<file path="src/rtl/dp_app_ram_ldr_if.sv">
// Byte-stream input and RAM init-port output bundle of the DP application RAM loader.
interface dp_app_ram_ldr_if;
    logic [7:0]  BYTE_DAT_IN;
    logic        BYTE_VLD_IN;
    logic        BYTE_RDY_OUT;
    logic        INIT_STR_OUT;
    logic [31:0] INIT_DAT_OUT;
    logic        INIT_VLD_OUT;
    logic        BUSY_OUT;
    logic        DONE_OUT;
    logic [1:0]  ERR_OUT;

    modport slave (
        input  BYTE_DAT_IN, BYTE_VLD_IN,
        output BYTE_RDY_OUT, INIT_STR_OUT, INIT_DAT_OUT, INIT_VLD_OUT,
        output BUSY_OUT, DONE_OUT, ERR_OUT
    );

    modport master (
        output BYTE_DAT_IN, BYTE_VLD_IN,
        input  BYTE_RDY_OUT, INIT_STR_OUT, INIT_DAT_OUT, INIT_VLD_OUT,
        input  BUSY_OUT, DONE_OUT, ERR_OUT
    );
endinterface

</file>
<file path="src/rtl/dp_app_ram_ldr.sv">
// Boot loader: framed byte stream -> little-endian words on the RAM init port, with length/checksum check.
// Optional inter-byte timeout enabled by defining DP_APP_RAM_LDR_TIMEOUT_EN.
module dp_app_ram_ldr #(
    parameter int unsigned P_ADR     = 10,
    parameter logic [7:0]  P_SYNC    = 8'h50,
    parameter int unsigned P_TIMEOUT = 1024
) (
    input logic              CLK_IN,
    input logic              RST_IN,
    dp_app_ram_ldr_if.slave  ldr
);
    localparam int unsigned LP_WORDS = 32'd1 << (P_ADR - 2);

    typedef enum logic [2:0] {
        S_IDLE, S_LEN0, S_LEN1, S_DAT, S_CHK, S_DONE, S_ERR
    } state_e;

    state_e      state_q, state_d;
    logic [7:0]  len_lo_q, len_lo_d;
    logic [15:0] cnt_q, cnt_d;
    logic [7:0]  acc_q, acc_d;
    logic [1:0]  lane_q, lane_d;
    logic [23:0] word_q, word_d;
    logic [31:0] dat_q, dat_d;
    logic        str_q, str_d, vld_q, vld_d;
    logic        busy_q, busy_d, done_q, done_d;
    logic [1:0]  err_q, err_d;
    logic        rdy_q;

    logic        acpt_c, sync_c, len_bad_c, chk_ok_c, tmo_hit_c;
    logic [7:0]  byte_c;
    logic [15:0] len_c;

    assign acpt_c    = ldr.BYTE_VLD_IN;
    assign byte_c    = ldr.BYTE_DAT_IN;
    assign sync_c    = (byte_c == P_SYNC);
    assign len_c     = {byte_c, len_lo_q};
    assign len_bad_c = (len_c == 16'd0) || (32'(len_c) > LP_WORDS);
    assign chk_ok_c  = (8'(acc_q + byte_c) == 8'h00);

`ifdef DP_APP_RAM_LDR_TIMEOUT_EN
    localparam int unsigned LP_TW = $clog2(P_TIMEOUT + 1);
    logic [LP_TW-1:0] tmo_q;

    // Idle-cycle counter; only advances while a frame is open and no byte arrives.
    always_ff @(posedge CLK_IN or negedge RST_IN) begin
        if (!RST_IN) begin
            tmo_q <= '0;
        end else if (!busy_q || acpt_c) begin
            tmo_q <= '0;
        end else begin
            tmo_q <= tmo_q + LP_TW'(1);
        end
    end

    assign tmo_hit_c = busy_q && !acpt_c && (tmo_q == LP_TW'(P_TIMEOUT - 1));
`else
    assign tmo_hit_c = (P_TIMEOUT == 0) & 1'b0;
`endif

    // State register
    always_ff @(posedge CLK_IN or negedge RST_IN) begin
        if (!RST_IN) begin
            state_q <= S_IDLE;
        end else begin
            state_q <= state_d;
        end
    end

    // Next-state logic
    always_comb begin
        state_d = state_q;
        if (tmo_hit_c) begin
            state_d = S_ERR;
        end else if (acpt_c) begin
            case (state_q)
                S_IDLE, S_DONE, S_ERR: if (sync_c) state_d = S_LEN0;
                S_LEN0:                state_d = S_LEN1;
                S_LEN1:                state_d = len_bad_c ? S_ERR : S_DAT;
                S_DAT:                 if (lane_q == 2'd3 && cnt_q == 16'd1) state_d = S_CHK;
                S_CHK:                 state_d = chk_ok_c ? S_DONE : S_ERR;
                default:               state_d = S_IDLE;
            endcase
        end
    end

    // Datapath and registered-output next values
    always_comb begin
        len_lo_d = len_lo_q;
        cnt_d    = cnt_q;
        acc_d    = acc_q;
        lane_d   = lane_q;
        word_d   = word_q;
        dat_d    = dat_q;
        str_d    = 1'b0;
        vld_d    = 1'b0;
        done_d   = done_q;
        err_d    = err_q;
        busy_d   = (state_d == S_LEN0) || (state_d == S_LEN1) ||
                   (state_d == S_DAT)  || (state_d == S_CHK);
        if (tmo_hit_c) begin
            err_d = 2'd3;
        end else if (acpt_c) begin
            case (state_q)
                S_IDLE, S_DONE, S_ERR: begin
                    if (sync_c) begin
                        done_d = 1'b0;
                        err_d  = 2'd0;
                    end
                end
                S_LEN0: len_lo_d = byte_c;
                S_LEN1: begin
                    if (len_bad_c) begin
                        err_d = 2'd1;
                    end else begin
                        str_d  = 1'b1;
                        cnt_d  = len_c;
                        acc_d  = 8'h00;
                        lane_d = 2'd0;
                    end
                end
                S_DAT: begin
                    acc_d  = 8'(acc_q + byte_c);
                    lane_d = lane_q + 2'd1;
                    // Lanes 0..2 shift down so lane 0 ends up in the low byte.
                    if (lane_q == 2'd3) begin
                        vld_d = 1'b1;
                        dat_d = {byte_c, word_q};
                        cnt_d = cnt_q - 16'd1;
                    end else begin
                        word_d = {byte_c, word_q[23:8]};
                    end
                end
                S_CHK: begin
                    if (chk_ok_c) done_d = 1'b1;
                    else          err_d  = 2'd2;
                end
                default: ;
            endcase
        end
    end

    // Datapath and output registers
    always_ff @(posedge CLK_IN or negedge RST_IN) begin
        if (!RST_IN) begin
            len_lo_q <= 8'h00;
            cnt_q    <= 16'd0;
            acc_q    <= 8'h00;
            lane_q   <= 2'd0;
            word_q   <= 24'd0;
            dat_q    <= 32'd0;
            str_q    <= 1'b0;
            vld_q    <= 1'b0;
            busy_q   <= 1'b0;
            done_q   <= 1'b0;
            err_q    <= 2'd0;
            rdy_q    <= 1'b0;
        end else begin
            len_lo_q <= len_lo_d;
            cnt_q    <= cnt_d;
            acc_q    <= acc_d;
            lane_q   <= lane_d;
            word_q   <= word_d;
            dat_q    <= dat_d;
            str_q    <= str_d;
            vld_q    <= vld_d;
            busy_q   <= busy_d;
            done_q   <= done_d;
            err_q    <= err_d;
            rdy_q    <= 1'b1;
        end
    end

    assign ldr.BYTE_RDY_OUT = rdy_q;
    assign ldr.INIT_STR_OUT = str_q;
    assign ldr.INIT_DAT_OUT = dat_q;
    assign ldr.INIT_VLD_OUT = vld_q;
    assign ldr.BUSY_OUT     = busy_q;
    assign ldr.DONE_OUT     = done_q;
    assign ldr.ERR_OUT      = err_q;
endmodule

</file>
<file path="src/flat_wrapper.sv">
// flat-port wrapper written by rule: the top's interface ports become plain ports
module dp_app_ram_ldr_flat 
#(
    parameter int unsigned P_ADR     = 10,
    parameter logic [7:0]  P_SYNC    = 8'h50,
    parameter int unsigned P_TIMEOUT = 1024
)
  (CLK_IN, RST_IN, ldr_BYTE_DAT_IN, ldr_BYTE_VLD_IN, ldr_BYTE_RDY_OUT, ldr_INIT_STR_OUT, ldr_INIT_DAT_OUT, ldr_INIT_VLD_OUT, ldr_BUSY_OUT, ldr_DONE_OUT, ldr_ERR_OUT);
  dp_app_ram_ldr_if ldr_i ();
  input logic CLK_IN;
  input logic RST_IN;
  input wire logic [$bits(ldr_i.BYTE_DAT_IN)-1:0] ldr_BYTE_DAT_IN;
  input wire logic [$bits(ldr_i.BYTE_VLD_IN)-1:0] ldr_BYTE_VLD_IN;
  output wire logic [$bits(ldr_i.BYTE_RDY_OUT)-1:0] ldr_BYTE_RDY_OUT;
  output wire logic [$bits(ldr_i.INIT_STR_OUT)-1:0] ldr_INIT_STR_OUT;
  output wire logic [$bits(ldr_i.INIT_DAT_OUT)-1:0] ldr_INIT_DAT_OUT;
  output wire logic [$bits(ldr_i.INIT_VLD_OUT)-1:0] ldr_INIT_VLD_OUT;
  output wire logic [$bits(ldr_i.BUSY_OUT)-1:0] ldr_BUSY_OUT;
  output wire logic [$bits(ldr_i.DONE_OUT)-1:0] ldr_DONE_OUT;
  output wire logic [$bits(ldr_i.ERR_OUT)-1:0] ldr_ERR_OUT;
  assign ldr_i.BYTE_DAT_IN = ldr_BYTE_DAT_IN;
  assign ldr_i.BYTE_VLD_IN = ldr_BYTE_VLD_IN;
  assign ldr_BYTE_RDY_OUT = ldr_i.BYTE_RDY_OUT;
  assign ldr_INIT_STR_OUT = ldr_i.INIT_STR_OUT;
  assign ldr_INIT_DAT_OUT = ldr_i.INIT_DAT_OUT;
  assign ldr_INIT_VLD_OUT = ldr_i.INIT_VLD_OUT;
  assign ldr_BUSY_OUT = ldr_i.BUSY_OUT;
  assign ldr_DONE_OUT = ldr_i.DONE_OUT;
  assign ldr_ERR_OUT = ldr_i.ERR_OUT;
  dp_app_ram_ldr #(.P_ADR(P_ADR), .P_SYNC(P_SYNC), .P_TIMEOUT(P_TIMEOUT)) u_core (.CLK_IN(CLK_IN), .RST_IN(RST_IN), .ldr(ldr_i));
endmodule
</file>
<file path="config.mk">
export PLATFORM = sky130hd
export DESIGN_NAME = dp_app_ram_ldr_flat
export DESIGN_NICKNAME = d
export VERILOG_FILES = /design/src/rtl/dp_app_ram_ldr_if.sv /design/src/rtl/dp_app_ram_ldr.sv /design/src/flat_wrapper.sv
export SDC_FILE = /design/constraint.sdc
export NUM_CORES = 1
export LEC_CHECK = 0
export BUFFER_PORTS_ARGS = -buffer_cell sky130_fd_sc_hd__clkbuf_2
export CELL_PAD_IN_SITES_DETAIL_PLACEMENT = 1
export CELL_PAD_IN_SITES_GLOBAL_PLACEMENT = 1
export CORE_UTILIZATION = 25
export DETAILED_ROUTE_END_ITERATION = 16
export PLACE_DENSITY = 0.48
export SLEW_MARGIN = 0
export SYNTH_ARGS = -nofsm -noshare
export SYNTH_HDL_FRONTEND = slang
export SYNTH_SLANG_ARGS = --single-unit
</file>
<file path="constraint.sdc">
create_clock -name CLK_IN -period 2.6 [get_ports CLK_IN]
set_clock_uncertainty 0.1 [all_clocks]
set_input_delay 0.26 -clock CLK_IN [delete_from_list [all_inputs] [get_ports CLK_IN]]
set_output_delay 0.26 -clock CLK_IN [all_outputs]
set_load 0.05 [all_outputs]
</file>
==> metrics.md, run 1 <==
| Metric | Value |
|---|---|
| Critical R2R Capture | `u_core.ldr.BUSY_OUT` |
| Gate power share | `48.0%` |
| RD Place Congestion | `0.778` |
| Outcome | `complete, no violations` |
| Post-DRT Antenna Nets | `0` |
| Synth warn | `0` |
| Final setup margin | `0.0588 ns` |
| Clock power frac | `17.8%` |
| Switching Fraction | `44.2%` |
| Drt total wl | `13800 µm` |
| TritonCTS Buffers | `9` |
| CTS tree | `built` |
| CTS Sinks | `100` |
| Arrival time of the worst setup path | `2.70 ns` |
| Flop pwr share | `34.1%` |
| Area of the multi-input gates | `0.00226 mm²` |
| Most common cell in the netlist | `dfrtp_1` |
| Clock Latency Late Sink | `0.36 ns` |
| Post-synth net total | `456` |
| Total chip power | `7.88 mW` |
| PortBufs | `49` |
| Top_reg_cell synth | `dfrtp_1` |
| Vias | `3739` |
| Area contributors post-synth | `dfrtp_1 52%, mux2_2 15%, a21oi_1 2.6%` |
| Initial Util | `25.6%` |
| Design area | `0.00606 mm²` |
| Layout cells sized above 1 | `36.6%` |
| Register area | `0.00250 mm²` |
| H-tree depth | `3` |
| Vias per cell | `4.91` |
| Row Count | `50` |
| Die W | `141 µm` |
| Initial antenna violation count | `0` |
| Netlist cell types | `58` |
| Ant diodes | `0` |
| I/O pin count | `50` |
| Share of flip-flops with an asynchronous set or reset | `100%` |
| Pleak | `2.79 nW` |
| Peak Freq | `394 MHz` |
| Worst-path fanout max | `4` |
| Slew @ Worst Pin | `0.561 ns` |
| Global route total overflow | `0` |
| Clock Path Buffers | `2` |
| Startpoint types | `flop` |
| Worst EP required | `2.75 ns` |
| Iter 0 DRT Violations | `176` |
| Power per Cell Area | `1300 mW/mm²` |
| Largest net degree at the start of global routing | `45` |
| EDFF count, synth | `0` |
| Critical path, cell by cell | `ha_4 -> fa_2 -> a211oi_4 -> o32a_1 -> o2111ai_2 -> nor3_4 -> a31oi_1 -> nand3b_1 -> xor2_1` |
| Filler cells | `2125` |
| Worst hold path cell count | `2` |
| Aggregate global-route resource usage | `15.0%` |
| Hold path endpoint | `u_core.len_lo_q[2]` |
| Psw | `3.48 mW` |
| Yosys reg bits | `100` |
| Hold slack | `0.154 ns` |
| Fin Setup TNS | `0 ns` |
| Share of the synthesized area in the top cell type | `52.1%` |
| Synth cell count leaders | `100 x dfrtp_1, 64 x mux2_2, 33 x nand2_1` |
| Number of max-cap violations | `0` |
| Wirelength per Cell | `18.1 µm` |
| Register area share after synthesis | `52.1%` |
| Pint | `4.40 mW` |
| Synth area leader | `dfrtp_1` |
| Syn Area/Cell | `11.1 µm²` |
| R2r startpoint | `u_core.acc_q[0]` |
| Flop2flop setup slack | `0.06 ns` |
| Worst hold start | `ldr_BYTE_DAT_IN[2]` |
| Mapped cell area | `0.00480 mm²` |
| Number of remaining DRC errors | `0` |
| CP Capture Type | `flop` |
| RSZ-0062 raised after global routing | `true` |
| Vias in the first global route | `4075` |
| Final Setup Violations | `0` |
| Area Overhead vs Synth | `26.2%` |
| Minimum clock period | `2.54 ns` |
| Syn Inst Count | `434` |
| Max VDD drop | `0.567 mV` |
| HP Class | `in -> reg` |
| Final max-slew violation count | `0` |
| First-pass GRT wire length | `22800 µm` |
| Clk root buf | `clkbuf_16` |
| DP Worst Slack | `-0.0747 ns` |
| Max stage delay cell, worst path | `fa_2` |
| Layout Nets | `544` |
| Part of the cycle the worst path needs | `97.7%` |
| DP Area | `0.00566 mm²` |
| Hold Vio Cnt, Final | `0` |
| Worst R2R Path Depth | `9` |
| Die area | `0.0198 mm²` |
| Die H | `141 µm` |
| Worst-path clk slew | `0.08 ns` |
| Slowest stage delay, CP | `0.42 ns` |
| Initial DRT Pass Iterations | `4` |
| Rel. slew slack | `62.6%` |
| Core ar. | `0.0188 mm²` |
| DP HPWL | `9820 µm` |
| Crit path kind | `reg -> reg` |
## cells in the final DEF (no fill, tap or decap), types with 4 or more instances in the layout
cell       synthesis  routed
a21o_1             4       4
a21oi_1           25      25
a22o_1             7       7
a31oi_1            6       6
and3_1             7       7
buf_4              0      46
clkbuf_16          0       9
clkbuf_2           0      48
dfrtp_1          100     100
ha_1              10       9
inv_1              7       7
mux2_2            64      64
nand2_1           33      33
nand3_1           10      10
nor2_1            32      31
nor3_1            10       8
nor4_1             5       5
o21ai_0           14      13
o21ai_1           20      21
o31ai_1            4       4
xor2_1             5       4
## cell families (layout without fill, tap and decap cells)
| group | after synthesis | after routing | share of synthesized area [%] |
|---|---|---|---|
| simple gates | 115 | 115 | 11.7 |
| compound gates | 106 | 106 | 14.1 |
| flops | 100 | 100 | 52.1 |
| mux | 65 | 65 | 15.2 |
| buf+inv | 29 | 122 | 2.45 |
| fa+ha+maj | 12 | 12 | 3.23 |
| xor+xnor | 6 | 6 | 1.09 |
| other cells | 1 | 1 | 0.0781 |
## timing repair
action | CTS | global route
cloned | 0 | 0
pin swaps | 2 | 6
resized for setup | 1 | 11
hold buffers | 1 | 0
endpoints found under the setup margin | 1 | 4
setup buffers | 0 | 1
endpoints found under the hold margin | 36 | 0
## power by group through the flow
stage / Sequential, mW / Clock, mW / Combinational, mW
6_report: 2.69 / 1.41 / 3.79
4_1_cts: 2.70 / 1.47 / 3.70
2_1_floorplan: 3.29 / 0 / 1.86
5_1_grt: 2.80 / 1.51 / 4.15
3_5_place_dp: 2.72 / 0 / 3.68
3_3_place_gp: 2.70 / 0 / 3.62
## state kept, by name (all words and copies together), names as in the netlist
name                     flops
u_core.ldr.DONE_OUT          1
u_core.acc_q                 8
u_core.state_q               3
u_core.len_lo_q              8
u_core.ldr.BUSY_OUT          1
u_core.word_q               24
u_core.ldr.ERR_OUT           2
u_core.ldr.INIT_VLD_OUT      1
u_core.ldr.INIT_DAT_OUT     32
u_core.lane_q                2
u_core.ldr.BYTE_RDY_OUT      1
u_core.ldr.INIT_STR_OUT      1
u_core.cnt_q                16
## critical path, delay by kind of cell (launching register included)
kind,cells,cell delay (ns)
compound gates,4,0.79
flops,1,0.41
simple gates,2,0.37
xor+xnor,1,0.15
fa+ha+maj,2,0.60
## per-layer routing
metal | share of wire (%) | vias to the layer above | GRT usage, %
met5 | 0 | - | 0
met1 | 48 | 1931 | 19.6
met3 | 2.7 | 14 | 3.23
met2 | 48 | 39 | 24.7
met4 | 1.5 | 0 | 4.98
li1 | - | 1755 | -
## metrics by stage
step           cells  util [%]
6_report         761      32.3
5_1_grt          761      32.3
4_1_cts          760      31.9
3_5_place_dp     743      30.1
3_3_place_gp     743      30.1
2_1_floorplan    434         -
## area by class of cell
type | instances | share of cell area [%]
inverter | 8 | 0.496
clock buffer | 9 | 3.72
sequential | 100 | 41.3
tap | 234 | 4.83
timing repair buffer | 98 | 10.8
clock inverter | 7 | 1.47
multi-input combinational | 305 | 37.4
## worst max path at each step
stage                                  start                  end  slack (ns)
after global routing         u_core.acc_q[0]  u_core.ldr.BUSY_OUT       -0.06
after global placement    ldr_BYTE_DAT_IN[1]  u_core.ldr.BUSY_OUT      -0.005
after detailed placement  ldr_BYTE_DAT_IN[0]  u_core.ldr.BUSY_OUT       -0.07
after CTS                    u_core.acc_q[0]  u_core.ldr.BUSY_OUT        0.04
after floorplan              u_core.acc_q[0]  u_core.ldr.BUSY_OUT        0.07
final                        u_core.acc_q[0]  u_core.ldr.BUSY_OUT        0.06
Power figures use the tool's default switching activity.
==> run 2: changes to the inputs <==
--- a/config.mk
+++ b/config.mk
@@ -5,12 +5,13 @@
 export SDC_FILE = /design/constraint.sdc
 export NUM_CORES = 1
 export LEC_CHECK = 0
-export BUFFER_PORTS_ARGS = -buffer_cell sky130_fd_sc_hd__clkbuf_2
+export BUFFER_PORTS_ARGS = -buffer_cell sky130_fd_sc_hd__buf_2
 export CELL_PAD_IN_SITES_DETAIL_PLACEMENT = 1
 export CELL_PAD_IN_SITES_GLOBAL_PLACEMENT = 1
 export CORE_UTILIZATION = 25
 export DETAILED_ROUTE_END_ITERATION = 16
 export PLACE_DENSITY = 0.48
+export RECOVER_POWER = 50
 export SLEW_MARGIN = 0
 export SYNTH_ARGS = -nofsm -noshare
 export SYNTH_HDL_FRONTEND = slang
==> metrics.md, run 2 (synthesis gave the netlist of run 1 again) <==
| Metric | Value |
|---|---|
| Outcome | `complete, no violations` |
| DP HPWL | `9620 µm (-2.0%)` |
| Worst hold path cell count | `2 (unchanged)` |
| Vias per cell | `4.93 (+0.27%)` |
| Pint | `4.46 mW (+1.3%)` |
| Final Setup Violations | `0 (unchanged)` |
| Slew @ Worst Pin | `1.01 ns (+0.451 ns)` |
| Initial DRT Pass Iterations | `7 (+3)` |
| RD Place Congestion | `0.771 (-0.84%)` |
| Switching Fraction | `43.6% (-0.58 points)` |
| CTS tree | `built` |
| CTS Sinks | `100 (unchanged)` |
| Initial antenna violation count | `0 (unchanged)` |
| CP Capture Type | `flop` |
| Crit path kind | `reg -> reg` |
| Post-DRT Antenna Nets | `0 (unchanged)` |
| Pleak | `2.66 nW (-4.5%)` |
| H-tree depth | `3 (unchanged)` |
| Startpoint types | `flop` |
| I/O pin count | `50 (unchanged)` |
| Worst-path fanout max | `4 (unchanged)` |
| Drt total wl | `13800 µm (+0.20%)` |
| Core ar. | `0.0188 mm² (unchanged)` |
| Hold path endpoint | `u_core.len_lo_q[2]` |
| Flop2flop setup slack | `0.03 ns (-0.03 ns)` |
| Peak Freq | `389 MHz (-1.3%)` |
| Largest net degree at the start of global routing | `45 (unchanged)` |
| Clock Latency Late Sink | `0.35 ns (about the same)` |
| Rel. slew slack | `32.5% (-30 points)` |
| First-pass GRT wire length | `22700 µm (-0.36%)` |
| Clk root buf | `clkbuf_16` |
| Die W | `141 µm (unchanged)` |
| R2r startpoint | `u_core.acc_q[0]` |
| Power per Cell Area | `1320 mW/mm² (+1.3%)` |
| Hold Vio Cnt, Final | `0 (unchanged)` |
| Number of max-cap violations | `0 (unchanged)` |
| Die area | `0.0198 mm² (unchanged)` |
| Area Overhead vs Synth | `25.0%` |
| Aggregate global-route resource usage | `15.0% (about the same)` |
| Clock Path Buffers | `2 (unchanged)` |
| Max VDD drop | `0.513 mV (-9.6%)` |
| RSZ-0062 raised after global routing | `true` |
| Global route total overflow | `0 (unchanged)` |
| Number of remaining DRC errors | `0 (unchanged)` |
| Worst hold start | `ldr_BYTE_DAT_IN[2]` |
| Most frequent cells in the layout | `100 x dfrtp_1, 64 x mux2_2, 43 x buf_4` |
| Largest register FFs | `32 (unchanged)` |
| Worst EP required | `2.74 ns (about the same)` |
| Most common cell after layout, fill and taps aside | `dfrtp_1` |
| Psw | `3.45 mW (-1.0%)` |
| Worst-path clk slew | `0.08 ns (about the same)` |
| Initial Util | `25.6% (unchanged)` |
| Row Count | `50 (unchanged)` |
| Part of the cycle the worst path needs | `99.0% (+1.2 points)` |
| Vias | `3749 (+0.27%)` |
| HP Class | `in -> reg` |
| Critical R2R Capture | `u_core.ldr.BUSY_OUT` |
| CP startpoint | `u_core.acc_q[0]` |
| Layout Nets | `544 (unchanged)` |
| Placed cells | `741 (-0.27%)` |
| Die H | `141 µm (unchanged)` |
| Layout cells sized above 1 | `29.0% (-7.6 points)` |
| Vias in the first global route | `3974 (-2.5%)` |
| Final non-filler cell total | `761 (unchanged)` |
| Minimum clock period | `2.57 ns (+0.0323 ns)` |
| Worst R2R Path Depth | `9 (unchanged)` |
| Clock power frac | `18.6% (+0.8 points)` |
| Ant diodes | `0 (unchanged)` |
| Gate power share | `47.6% (-0.4 points)` |
| Final max-slew violation count | `0 (unchanged)` |
| Iter 0 DRT Violations | `138 (-22%)` |
| PortBufs | `49 (unchanged)` |
| Fin util | `32.0% (-0.31 points)` |
| Flop pwr share | `33.8% (-0.3 points)` |
| Wirelength per Cell | `18.1 µm (+0.20%)` |
| TritonCTS Buffers | `9 (unchanged)` |
| Arrival time of the worst setup path | `2.71 ns (about the same)` |
## run 2: changes by cell type in the layout (fill, tap and decap cells not counted), moves of 3 or more
cell and delta:
buf_2 +10, buf_4 -3, clkbuf_2 -46, clkbuf_1 +38
## run 2: timing repair
| item | CTS | global route |
|---|---|---|
| endpoints found under the setup margin | 1 | 3 |
| hold endpoints to repair | 35 | 0 |
| pin swaps | 2 | 5 |
| resized for setup | 0 | 9 |
| buffers inserted | 1 | 2 |
| hold buffers | 1 | 0 |
## run 2: per-layer routing
| metal | track usage [%] | vias to the layer above | part of all wire (%) |
|---|---|---|---|
| met5 | 0 | - | 0 |
| met4 | 4.58 | 0 | 1.3 |
| met3 | 3.02 | 14 | 3.0 |
| met2 | 25.8 | 55 | 50 |
| met1 | 18.9 | 1918 | 46 |
| li1 | - | 1762 | - |
## run 2: cell type report
cell class,instances,area (µm²)
Clock buffer,9,225
Clock inverter,7,100
Fill cell,2145,12800
Inverter,8,30.0
Multi-Input combinational cell,305,2250
Sequential cell,100,2500
Tap cell,234,293
Timing Repair Buffer,98,603
## run 2: through the flow
stage	power (mW)	cell area, µm²	hold WS (ns)	setup WS [ns]	setup TNS, ns
floorplan	5.15	4810	-0.136	0.0674	0
finish	7.91	6000	0.162	0.0265	0
CTS	7.96	6000	0.149	0.00285	0
detailed placement	6.43	5660	0.198	-0.0696	-0.0995
global route	8.46	6000	0.151	-0.0926	-0.0933
global placement	6.34	5660	0.181	0.00155	0
## run 2: worst max-delay path by stage
| stage | to | slack, ns | cells after the start |
|---|---|---|---|
| after floorplan | u_core.ldr.BUSY_OUT | 0.07 | 9 |
| after global placement | u_core.ldr.BUSY_OUT | 0.002 | 11 |
| after detailed placement | u_core.ldr.BUSY_OUT | -0.07 | 10 |
| after CTS | u_core.ldr.BUSY_OUT | 0.003 | 9 |
| after global routing | u_core.ldr.BUSY_OUT | -0.09 | 9 |
| final | u_core.ldr.BUSY_OUT | 0.03 | 9 |
## run 2: critical path: stages, from the launching register on
cell       delay (ns)
dfrtp_1          0.41
ha_4             0.18
fa_2             0.42
a211oi_4         0.30
or4b_4           0.19
o2111ai_4        0.13
nor3_4           0.23
a31oi_1          0.13
nand3b_1         0.21
xor2_1           0.15
## run 2: power groups by stage
stage | combinational [mW] | clock [mW] | sequential [mW]
3_3_place_gp | 3.66 | 0 | 2.68
3_5_place_dp | 3.73 | 0 | 2.70
4_1_cts | 3.76 | 1.53 | 2.67
5_1_grt | 4.11 | 1.57 | 2.78
2_1_floorplan | 1.86 | 0 | 3.29
6_report | 3.77 | 1.47 | 2.67
==> run 3: changes to the inputs <==
--- a/config.mk
+++ b/config.mk
@@ -12,6 +12,7 @@
 export DETAILED_ROUTE_END_ITERATION = 16
 export PLACE_DENSITY = 0.48
 export RECOVER_POWER = 50
+export SETUP_SLACK_MARGIN = 0.1
 export SLEW_MARGIN = 0
 export SYNTH_ARGS = -nofsm -noshare
 export SYNTH_HDL_FRONTEND = slang
==> metrics.md, run 3 (synthesis gave the netlist of run 1 again) <==
| Metric | Value |
|---|---|
| Outcome | `complete, no violations` |
| Number of remaining DRC errors | `0 (unchanged)` |
| Most frequent cells in the layout | `100 x dfrtp_1, 64 x mux2_2, 47 x buf_4` |
| Worst-path fanout max | `3 (-1)` |
| Fin Setup TNS | `0 ns (unchanged)` |
| Power per Cell Area | `1300 mW/mm² (-1.3%)` |
| Total chip power | `7.87 mW (-0.50%)` |
| Worst-path clk slew | `0.08 ns (about the same)` |
| Buf/Inv on CP | `0 (unchanged)` |
| Rel. slew slack | `17.9% (-15 points)` |
| Largest net degree at the start of global routing | `43 (-4.4%)` |
| Crit path kind | `reg -> reg` |
| Filler cells | `2126 (-0.89%)` |
| Vias in the first global route | `4090 (+2.9%)` |
| TritonCTS Buffers | `9 (unchanged)` |
| Hold Vio Cnt, Final | `0 (unchanged)` |
| CP Capture Type | `flop` |
| H-tree depth | `3 (unchanged)` |
| Largest register FFs | `32 (unchanged)` |
| Critical path, cell by cell | `ha_4 -> fa_2 -> a211oi_4 -> or4b_4 -> o2111ai_4 -> nor3_2 -> a31oi_1 -> nand3b_1 -> xor2_1` |
| Final max-slew violation count | `0 (unchanged)` |
| Global route total overflow | `0 (unchanged)` |
| DP Area | `0.00566 mm² (about the same)` |
| Area Overhead vs Synth | `26.0%` |
| RSZ-0062 raised after global routing | `true` |
| Worst EP required | `2.75 ns (about the same)` |
| Delay-heaviest family, CP | `adder cells` |
| Clk root buf | `clkbuf_16` |
| Peak Freq | `406 MHz (+4.4%)` |
| Slew @ Worst Pin | `1.23 ns (+0.220 ns)` |
| Wirelength per Cell | `18.6 µm (+2.7%)` |
| PortBufs | `49 (unchanged)` |
| Most common cell after layout, fill and taps aside | `dfrtp_1` |
| Max VDD drop | `0.486 mV (-5.2%)` |
| CTS tree | `built` |
| Core ar. | `0.0188 mm² (unchanged)` |
| Drt total wl | `14200 µm (+3.2%)` |
| Fin util | `32.2% (+0.26 points)` |
| Design area | `0.00605 mm² (+0.81%)` |
| Clock Path Buffers | `2 (unchanged)` |
| Die area | `0.0198 mm² (unchanged)` |
| RD Place Congestion | `0.772 (about the same)` |
| Iter 0 DRT Violations | `221 (+60%)` |
| Aggregate global-route resource usage | `15.4% (+0.42 points)` |
| Die H | `141 µm (unchanged)` |
| Vias | `3748 (-0.027%)` |
| Startpoint types | `flop` |
| Part of the cycle the worst path needs | `94.8% (-4.2 points)` |
| I/O pin count | `50 (unchanged)` |
| Final setup margin | `0.135 ns (+0.108 ns)` |
| Initial DRT Pass Iterations | `4 (-3)` |
| DP Worst Slack | `-0.0853 ns (-0.0158 ns)` |
| Arrival time of the worst setup path | `2.61 ns (-0.10 ns)` |
| Die W | `141 µm (unchanged)` |
| Pleak | `2.67 nW (+0.42%)` |
| Initial antenna violation count | `0 (unchanged)` |
| Layout Nets | `548 (+0.74%)` |
| Vias per cell | `4.90 (-0.55%)` |
| Minimum clock period | `2.47 ns (-0.108 ns)` |
| Initial Util | `25.6% (unchanged)` |
| DP HPWL | `10100 µm (+5.2%)` |
| Max stage delay cell, worst path | `fa_2` |
| Row Count | `50 (unchanged)` |
| Ant diodes | `0 (unchanged)` |
| Number of max-cap violations | `0 (unchanged)` |
| HP Class | `in -> reg` |
| First-pass GRT wire length | `23200 µm (+2.1%)` |
| Flop2flop setup slack | `0.13 ns (+0.11 ns)` |
| Slowest stage delay, CP | `0.42 ns (about the same)` |
| Final Setup Violations | `0 (unchanged)` |
| Layout cells sized above 1 | `30.7% (+1.7 points)` |
| Post-DRT Antenna Nets | `0 (unchanged)` |
| CTS Sinks | `100 (unchanged)` |
| Clock Latency Late Sink | `0.36 ns (about the same)` |
==> run 3: report_power, final <==
group          switching, mW  internal, mW  total, mW  leakage [nW]
Sequential             0.454          2.21       2.66          1.27
Clock                  0.712         0.694       1.41         0.152
Combinational           2.33          1.46       3.80          1.26
==> run 3: cell type report <==
cell class | count | area, µm² | share of cell area (%)
Sequential cell | 100 | 2500 | 41.4
Multi-Input combinational cell | 305 | 2270 | 37.6
Timing Repair Buffer | 102 | 636 | 10.5
Tap cell | 234 | 293 | 4.84
Clock buffer | 9 | 225 | 3.72
Clock inverter | 7 | 88.8 | 1.47
Inverter | 8 | 30.0 | 0.496
==> run 3: routing by layer <==
layer,global-route usage [%],wire length (µm),part of all wire [%]
met1,19.4,6480,46
met2,26.6,7150,50
met3,3.06,391,2.7
met4,4.81,216,1.5
met5,0,0,0
==> run 3: what timing repair did <==
action / CTS / global route
setup endpoints to repair: 6 / 11
buffers inserted: 3 / 2
endpoints found under the hold margin: 40 / 0
hold buffers: 1 / 0
pin swaps: 3 / 6
gates resized for setup: 3 / 18
==> run 3: path summary, 6_finish.rpt <==
kind	startpoint	end	depth (start not counted)
hold / removal	ldr_BYTE_VLD_IN	u_core.ldr.ERR_OUT[1]	2
setup / recovery	u_core.acc_q[0]	u_core.ldr.BUSY_OUT	9
setup reg to reg	u_core.acc_q[0]	u_core.ldr.BUSY_OUT	9
max in group asynchronous	RST_IN	u_core.word_q[10]	3
hold reg to reg	u_core.ldr.DONE_OUT	u_core.ldr.DONE_OUT	2
min in group asynchronous	RST_IN	u_core.cnt_q[7]	2
==> run 3: metrics by stage <==
stage / hold WS, ns / std cells
finish: 0.141 / 765
global route: 0.135 / 765
CTS: 0.134 / 763
detailed placement: 0.226 / 743
global placement: 0.216 / 743
floorplan: -0.136 / 434
